## src/rtl/sample_packer_pkg.sv

```systemverilog
// Shared types for sample_packer: mode and state encodings plus the per-mode sample width.
package sample_packer_pkg;

    typedef enum logic [1:0] {
        MODE_IQ2    = 2'd0,
        MODE_RAW_I  = 2'd1,
        MODE_RAW_Q  = 2'd2,
        MODE_RAW_IQ = 2'd3
    } mode_e;

    typedef enum logic {
        IDLE = 1'b0,
        RUN  = 1'b1
    } state_e;

    function automatic int unsigned sample_width(input mode_e mode, input int unsigned nch);
        case (mode)
            MODE_IQ2:    return 4 * nch;
            MODE_RAW_IQ: return 16;
            default:     return 8;
        endcase
    endfunction

endpackage

```

## src/rtl/sample_packer_if.sv

```systemverilog
// Bus bundle between the sample sources / packet sink and sample_packer.
// test_en exists only when SAMPLE_PACKER_TEST_PATTERN_EN is defined.
interface sample_packer_if #(
    parameter int unsigned NCH    = 3,
    parameter int unsigned WORD_W = 16
) ();
    localparam int unsigned SelW = (NCH > 1) ? $clog2(NCH) : 1;

    logic              enable;
    logic [1:0]        mode;
    logic [SelW-1:0]   ch_sel;
    logic [2*NCH-1:0]  si;
    logic [2*NCH-1:0]  sq;
    logic [8*NCH-1:0]  raw_i;
    logic [8*NCH-1:0]  raw_q;
    logic [WORD_W-1:0] data;
    logic              valid;
    logic              packet_end;
    logic              busy;

`ifdef SAMPLE_PACKER_TEST_PATTERN_EN
    logic              test_en;

    modport master (
        output enable, mode, ch_sel, si, sq, raw_i, raw_q, test_en,
        input  data, valid, packet_end, busy
    );
    modport slave (
        input  enable, mode, ch_sel, si, sq, raw_i, raw_q, test_en,
        output data, valid, packet_end, busy
    );
`else
    modport master (
        output enable, mode, ch_sel, si, sq, raw_i, raw_q,
        input  data, valid, packet_end, busy
    );
    modport slave (
        input  enable, mode, ch_sel, si, sq, raw_i, raw_q,
        output data, valid, packet_end, busy
    );
`endif

endinterface

```

## src/rtl/sample_packer_sample_select.sv

```systemverilog
// Forms the right-justified sample vector and its width from the latched mode/ch_sel.
module sample_select
    import sample_packer_pkg::*;
#(
    parameter int unsigned NCH    = 3,
    parameter int unsigned WORD_W = 16,
    parameter int unsigned SelW   = 2,
    parameter int unsigned FillW  = 6
) (
    input  mode_e             i_mode,
    input  logic [SelW-1:0]   i_ch_sel,
    input  logic [2*NCH-1:0]  i_si,
    input  logic [2*NCH-1:0]  i_sq,
    input  logic [8*NCH-1:0]  i_raw_i,
    input  logic [8*NCH-1:0]  i_raw_q,
    output logic [WORD_W-1:0] o_sample,
    output logic [FillW-1:0]  o_width
);
    logic [4*NCH-1:0] w_iq;
    logic [7:0]       w_ri;
    logic [7:0]       w_rq;

    always_comb begin
        w_iq = '0;
        for (int k = 0; k < NCH; k++) begin
            w_iq[4*(NCH-1-k) +: 4] = {i_si[2*k +: 2], i_sq[2*k +: 2]};
        end
        // Channel 0 is the default, so an out-of-range ch_sel simply never matches.
        w_ri = i_raw_i[7:0];
        w_rq = i_raw_q[7:0];
        for (int k = 1; k < NCH; k++) begin
            if (i_ch_sel == SelW'(k)) begin
                w_ri = i_raw_i[8*k +: 8];
                w_rq = i_raw_q[8*k +: 8];
            end
        end
        o_sample = '0;
        unique case (i_mode)
            MODE_IQ2:    o_sample = WORD_W'(w_iq);
            MODE_RAW_I:  o_sample = WORD_W'(w_ri);
            MODE_RAW_Q:  o_sample = WORD_W'(w_rq);
            MODE_RAW_IQ: o_sample = WORD_W'({w_ri, w_rq});
        endcase
        o_width = FillW'(sample_width(i_mode, NCH));
    end

endmodule

```

## src/rtl/sample_packer.sv

```systemverilog
// Packs per-cycle ADC samples into WORD_W-bit words with a packet_end every PKT_WORDS words.
// Optional test-pattern source enabled by defining SAMPLE_PACKER_TEST_PATTERN_EN.
module sample_packer
    import sample_packer_pkg::*;
#(
    parameter int unsigned NCH       = 3,
    parameter int unsigned WORD_W    = 16,
    parameter int unsigned PKT_WORDS = 720
) (
    input  logic           clk,
    input  logic           rst,
    sample_packer_if.slave bus
);
    localparam int unsigned SelW  = (NCH > 1) ? $clog2(NCH) : 1;
    localparam int unsigned AccW  = 2 * WORD_W;
    localparam int unsigned FillW = $clog2(AccW) + 1;
    localparam int unsigned CntW  = $clog2(PKT_WORDS);
    localparam logic [FillW-1:0] WordFill = FillW'(WORD_W);
    localparam logic [CntW-1:0]  LastCnt  = CntW'(PKT_WORDS - 1);

    state_e            r_state, w_state_nxt;
    mode_e             r_mode, w_mode_nxt;
    logic [SelW-1:0]   r_ch_sel, w_ch_sel_nxt;
    logic [AccW-1:0]   r_acc, w_acc_nxt;
    logic [FillW-1:0]  r_fill, w_fill_nxt;
    logic [CntW-1:0]   r_cnt, w_cnt_nxt;
    logic [WORD_W-1:0] r_data, w_data_nxt;
    logic              r_valid, w_valid_nxt;
    logic              r_pend, w_pend_nxt;

    logic [WORD_W-1:0] w_sel_sample;
    logic [WORD_W-1:0] w_sample;
    logic [FillW-1:0]  w_width;
    logic [FillW-1:0]  w_total;
    logic [FillW-1:0]  w_sh;
    logic [AccW-1:0]   w_shifted;
    logic              w_emit;
    logic              w_last;

    sample_select #(
        .NCH    (NCH),
        .WORD_W (WORD_W),
        .SelW   (SelW),
        .FillW  (FillW)
    ) u_sample_select (
        .i_mode   (r_mode),
        .i_ch_sel (r_ch_sel),
        .i_si     (bus.si),
        .i_sq     (bus.sq),
        .i_raw_i  (bus.raw_i),
        .i_raw_q  (bus.raw_q),
        .o_sample (w_sel_sample),
        .o_width  (w_width)
    );

`ifdef SAMPLE_PACKER_TEST_PATTERN_EN
    logic              r_test, w_test_nxt;
    logic [WORD_W-1:0] r_pat, w_pat_nxt;
    logic [WORD_W-1:0] w_mask;

    // A width equal to WORD_W wraps the shift to zero, leaving an all-ones mask.
    assign w_mask   = (WORD_W'(1) << w_width) - WORD_W'(1);
    assign w_sample = r_test ? (r_pat & w_mask) : w_sel_sample;
`else
    assign w_sample = w_sel_sample;
`endif

    // Accumulator keeps the newest r_fill bits right-justified; bits above are stale.
    assign w_shifted = (r_acc << w_width) | AccW'(w_sample);
    assign w_total   = r_fill + w_width;
    assign w_emit    = (w_total >= WordFill);
    assign w_sh      = w_total - WordFill;
    assign w_last    = w_emit && (r_cnt == LastCnt);

    always_comb begin
        w_state_nxt  = r_state;
        w_mode_nxt   = r_mode;
        w_ch_sel_nxt = r_ch_sel;
        w_acc_nxt    = r_acc;
        w_fill_nxt   = r_fill;
        w_cnt_nxt    = r_cnt;
        w_data_nxt   = r_data;
        w_valid_nxt  = 1'b0;
        w_pend_nxt   = 1'b0;
`ifdef SAMPLE_PACKER_TEST_PATTERN_EN
        w_test_nxt   = r_test;
        w_pat_nxt    = r_pat;
`endif
        unique case (r_state)
            IDLE: begin
                if (bus.enable) begin
                    w_state_nxt  = RUN;
                    w_mode_nxt   = mode_e'(bus.mode);
                    w_ch_sel_nxt = bus.ch_sel;
                    w_acc_nxt    = '0;
                    w_fill_nxt   = '0;
                    w_cnt_nxt    = '0;
`ifdef SAMPLE_PACKER_TEST_PATTERN_EN
                    w_test_nxt   = bus.test_en;
                    w_pat_nxt    = '0;
`endif
                end
            end
            RUN: begin
                w_acc_nxt  = w_shifted;
                w_fill_nxt = w_total;
`ifdef SAMPLE_PACKER_TEST_PATTERN_EN
                w_pat_nxt  = r_pat + WORD_W'(1);
`endif
                if (w_emit) begin
                    w_data_nxt  = WORD_W'(w_shifted >> w_sh);
                    w_valid_nxt = 1'b1;
                    w_pend_nxt  = w_last;
                    w_fill_nxt  = w_sh;
                    w_cnt_nxt   = w_last ? '0 : r_cnt + CntW'(1);
                    if (w_last) begin
                        if (!bus.enable) begin
                            w_state_nxt = IDLE;
                            w_acc_nxt   = '0;
                            w_fill_nxt  = '0;
                        end else begin
                            w_mode_nxt   = mode_e'(bus.mode);
                            w_ch_sel_nxt = bus.ch_sel;
`ifdef SAMPLE_PACKER_TEST_PATTERN_EN
                            w_test_nxt   = bus.test_en;
`endif
                        end
                    end
                end
            end
        endcase
    end

    always_ff @(posedge clk or posedge rst) begin
        if (rst) begin
            r_state  <= IDLE;
            r_mode   <= MODE_IQ2;
            r_ch_sel <= '0;
            r_acc    <= '0;
            r_fill   <= '0;
            r_cnt    <= '0;
            r_data   <= '0;
            r_valid  <= 1'b0;
            r_pend   <= 1'b0;
        end else begin
            r_state  <= w_state_nxt;
            r_mode   <= w_mode_nxt;
            r_ch_sel <= w_ch_sel_nxt;
            r_acc    <= w_acc_nxt;
            r_fill   <= w_fill_nxt;
            r_cnt    <= w_cnt_nxt;
            r_data   <= w_data_nxt;
            r_valid  <= w_valid_nxt;
            r_pend   <= w_pend_nxt;
        end
    end

`ifdef SAMPLE_PACKER_TEST_PATTERN_EN
    always_ff @(posedge clk or posedge rst) begin
        if (rst) begin
            r_test <= 1'b0;
            r_pat  <= '0;
        end else begin
            r_test <= w_test_nxt;
            r_pat  <= w_pat_nxt;
        end
    end
`endif

    assign bus.data       = r_data;
    assign bus.valid      = r_valid;
    assign bus.packet_end = r_pend;
    assign bus.busy       = (r_state == RUN);

endmodule

```

## src/flat_wrapper.sv

```systemverilog
// flat-port wrapper written by rule: the top's interface ports become plain ports
module sample_packer_flat import sample_packer_pkg::*;
#(
    parameter int unsigned NCH       = 3,
    parameter int unsigned WORD_W    = 16,
    parameter int unsigned PKT_WORDS = 720
)
  (clk, rst, bus_enable, bus_mode, bus_ch_sel, bus_si, bus_sq, bus_raw_i, bus_raw_q, bus_data, bus_valid, bus_packet_end, bus_busy);
  sample_packer_if #(.NCH(NCH), .WORD_W(WORD_W)) bus_i ();
  input  logic clk;
  input  logic rst;
  input wire logic [$bits(bus_i.enable)-1:0] bus_enable;
  input wire logic [$bits(bus_i.mode)-1:0] bus_mode;
  input wire logic [$bits(bus_i.ch_sel)-1:0] bus_ch_sel;
  input wire logic [$bits(bus_i.si)-1:0] bus_si;
  input wire logic [$bits(bus_i.sq)-1:0] bus_sq;
  input wire logic [$bits(bus_i.raw_i)-1:0] bus_raw_i;
  input wire logic [$bits(bus_i.raw_q)-1:0] bus_raw_q;
  output wire logic [$bits(bus_i.data)-1:0] bus_data;
  output wire logic [$bits(bus_i.valid)-1:0] bus_valid;
  output wire logic [$bits(bus_i.packet_end)-1:0] bus_packet_end;
  output wire logic [$bits(bus_i.busy)-1:0] bus_busy;
  assign bus_i.enable = bus_enable;
  assign bus_i.mode = bus_mode;
  assign bus_i.ch_sel = bus_ch_sel;
  assign bus_i.si = bus_si;
  assign bus_i.sq = bus_sq;
  assign bus_i.raw_i = bus_raw_i;
  assign bus_i.raw_q = bus_raw_q;
  assign bus_data = bus_i.data;
  assign bus_valid = bus_i.valid;
  assign bus_packet_end = bus_i.packet_end;
  assign bus_busy = bus_i.busy;
  sample_packer #(.NCH(NCH), .WORD_W(WORD_W), .PKT_WORDS(PKT_WORDS)) u_core (.clk(clk), .rst(rst), .bus(bus_i));
endmodule
```

## config.mk

```make
export PLATFORM = sky130hd
export DESIGN_NAME = sample_packer_flat
export DESIGN_NICKNAME = d
export VERILOG_FILES = /design/src/rtl/sample_packer_pkg.sv /design/src/rtl/sample_packer_if.sv /design/src/rtl/sample_packer_sample_select.sv /design/src/rtl/sample_packer.sv /design/src/flat_wrapper.sv
export SDC_FILE = /design/constraint.sdc
export NUM_CORES = 1
export LEC_CHECK = 0
export CORE_UTILIZATION = 35
export CTS_CLUSTER_DIAMETER = 30
export DETAILED_ROUTE_END_ITERATION = 10
export PLACE_DENSITY = 0.65
export RECOVER_POWER = 100
export SLEW_MARGIN = 20
export SYNTH_ARGS = -nofsm -noshare
export SYNTH_HDL_FRONTEND = slang
export SYNTH_SLANG_ARGS = --single-unit
```

## constraint.sdc

```tcl
create_clock -name clk -period 8.6 [get_ports clk]
set_input_delay 2.15 -clock clk [delete_from_list [all_inputs] [get_ports clk]]
set_output_delay 2.15 -clock clk [all_outputs]
set_load 0.02 [all_outputs]
```

==> impl_metrics.tcl <==
set metrics [dict create \
    status "complete, but fails checks" \
    violations "capacitance limit, slew limit" \
    port_buffers 85 \
    route.detailed.drc 0 \
    vias_per_cell 5.849 \
    core-area_mm2 0.01393 \
    post_cts_buffers 0 \
    routed_wirelength_um 14970 \
    gr-total-overflow 0 \
    fmax_ghz 0.1751 \
    start_kind "input port" \
    num_vias 4533 \
    antenna_found_initial 0 \
    slew_violations 62 \
    ant_nets 0 \
    r2r_cells 12 \
    setup_viol 0 \
    cts.path.max_buffers 2 \
    avgSynthCellArea_um2 9.468 \
    cts_resized 0 \
    grt_max_degree 62 \
    r2r_slack_ns 3.10 \
    hold_viol 0 \
    grt_pass1_wl_um 24010 \
    clkLatencyLatePin_ns 0.34 \
    wire_per_inst_um 19.31 \
    n_fill_cell 1316 \
    pwr-share-comb_pct 62.2 \
    switchingPower_mw 1.040 \
    dp.final_hpwl_um 10850 \
    power_frac_seq_pct 21.6 \
    synth_cells 529 \
    end_kind "asynchronous set/reset pin" \
    synth-edff-count 0 \
    htreeDepth 3 \
    synth_top_area_share_pct 30.48 \
    ys_types 63 \
    synth_area_leaders "dfrtp_1 30%, mux2i_1 19%, mux2_2 4.5%" \
    place.gp.congestion 0.8826 \
    drive_above_1_share_pct 8.739 \
    ioPinCount 86 \
    netlist_area_mm2 0.005009 \
    grt_use_total_pct 21.03 \
    internal_power_mw 1.190 \
    clk_pin_slew_ns 0.05 \
    initial_core_util_pct 35.94 \
    cts_hold_buf 0 \
    skew_ns 0.01058 \
    ys_warn_count 0 \
    finalCritPeriodShare_pct 66.41 \
    peakVddDrop_uv 188.0 \
    async_reset_ff_share_pct 100.0 \
    fin_nets 663 \
    die_h_um 121.6 \
    post-route-util_pct 44.02 \
    die_area_mm2 0.01479 \
    final_common_cell "mux2i_1" \
    rsz0062_at_grt "no" \
    root_buffer "clkbuf_16" \
    yosysSeqAreaShare_pct 30.48 \
    layout_min_cycle_time_ns 5.711 \
    die_x_um 121.6 \
    tritoncts "built" \
    synth_top_area_cell "dfrtp_1" \
    clkPwrFrac_pct 16.2 \
    setup_tns_ns 0 \
    synth_fp_nets 602 \
    endpoint "u_core.r_mode[0]" \
    drt_iter0_markers 312 \
    r2r-end "u_core.r_acc[19]" \
    numClockSinks 61 \
    switching_share_pct 46.65 \
    leakage_nw 2.583 \
    required_ns 8.02 \
    drtPass1Iterations 6 \
    rows 43 \
    synth_ff_type "dfrtp_1" \
    tightest_slew_ns 3.364 \
    worst-setup-path-type "input port to asynchronous set/reset pin" \
    path_max_fanout 61 \
    syn2layout_area_growth_pct 22.48 \
    num_antenna_cells 0 \
    timing.rr.start "u_core.r_mode[0]" \
    cellPowerDensity_mw_per_mm2 363.5 \
    crit_arrival_ns 5.13 \
    drv_cap 1 \
    ys_ff_latch 61 \
    final_cell_mix "94 x mux2i_1, 65 x clkdlybuf4s50_1, 60 x dfrtp_1" \
    startpoint "rst" \
    min_path_type "register to register" \
    slew_headroom_pct -124.2 \
    grt_pass1_vias 4559 \
    cts_buffers 9 \
]
cell families after synthesis:
group | after synthesis | share of synthesized area (%)
mux | 124 | 27.18
buf+inv | 54 | 5.596
xor+xnor | 7 | 1.224
simple gates | 140 | 13.86
fa+ha+maj | 6 | 1.649
compound gates | 137 | 20.01
flops | 61 | 30.48
state kept, by name, summed over array words and instances (netlist names):
signal,flops
u_core.bus.data,16
u_core.r_fill,4
u_core.r_ch_sel,2
u_core.bus.valid,1
u_core.r_acc,24
u_core.r_mode,2
u_core.bus.busy,1
u_core.bus.packet_end,1
u_core.r_cnt,10
power by group through the flow:
stage	clock network (mW)	registers, mW	logic (mW)
floorplan	0	0.484	1.00
global placement	0	0.485	1.36
detailed placement	0	0.486	1.38
CTS	0.372	0.482	1.38
global route	0.379	0.496	1.51
finish	0.362	0.482	1.39
layout make-up:
| type | count | area (um2) | area share, % |
|---|---|---|---|
| inverters | 14 | 52.55 | 0.8566 |
| clock inverters | 5 | 50.05 | 0.8158 |
| well taps | 180 | 225.2 | 3.671 |
| repair buffers | 90 | 884.6 | 14.42 |
| flip-flops and latches | 61 | 1528 | 24.90 |
| multi-input cells | 414 | 3152 | 51.38 |
| clock buffers | 11 | 242.7 | 3.957 |
metal layers:
layer | share of wire, % | vias to the layer above | GRT usage [%]
met5 | 0 | - | 0
li1 | - | 2115 | -
met3 | 7.8 | 28 | 3.652
met1 | 46 | 2204 | 28.55
met4 | 2.2 | 0 | 9.568
met2 | 44 | 186 | 32.53
critical path: stages:
cell and delay [ns]:
dlygate4sd3_1 0.53, clkinv_1 0.04, clkbuf_1 2.35
cells in the mapped netlist, types with 7 or more instances:
master,count
mux2i_1,94
dfrtp_1,61
nand2_1,47
nor2_1,38
o21ai_0,23
mux2_2,20
a22o_1,17
a21oi_1,15
clkbuf_1,14
o22ai_1,14
buf_2,13
inv_1,11
nand2b_1,10
a21o_1,7
worst min-delay path by stage:
| stage | start | end | slack (ns) | cells past startpoint |
|---|---|---|---|---|
| 2_1_floorplan | u_core.r_fill[2] | u_core.r_fill[2] | 0.46 | 2 |
| 3_3_place_gp | u_core.r_fill[2] | u_core.r_fill[2] | 0.49 | 2 |
| 3_5_place_dp | u_core.r_fill[2] | u_core.r_fill[2] | 0.49 | 2 |
| 4_1_cts | u_core.r_fill[2] | u_core.r_fill[2] | 0.50 | 2 |
| 5_1_grt | u_core.r_cnt[0] | u_core.r_cnt[0] | 0.54 | 1 |
| 6_report | u_core.r_fill[2] | u_core.r_fill[2] | 0.50 | 2 |
per-stage QoR:
step	setup slack [ns]	cells	area (um2)	total power [mW]	hold slack [ns]
global placement	3.789	759	5896	1.843	0.4862
CTS	3.567	775	6191	2.237	0.4987
floorplan	4.806	529	5009	1.488	0.4563
detailed placement	3.582	759	5898	1.865	0.4852
global route	2.074	775	6135	2.384	0.5418
finish	2.889	775	6135	2.230	0.4993
Power figures use the tool's default switching activity.
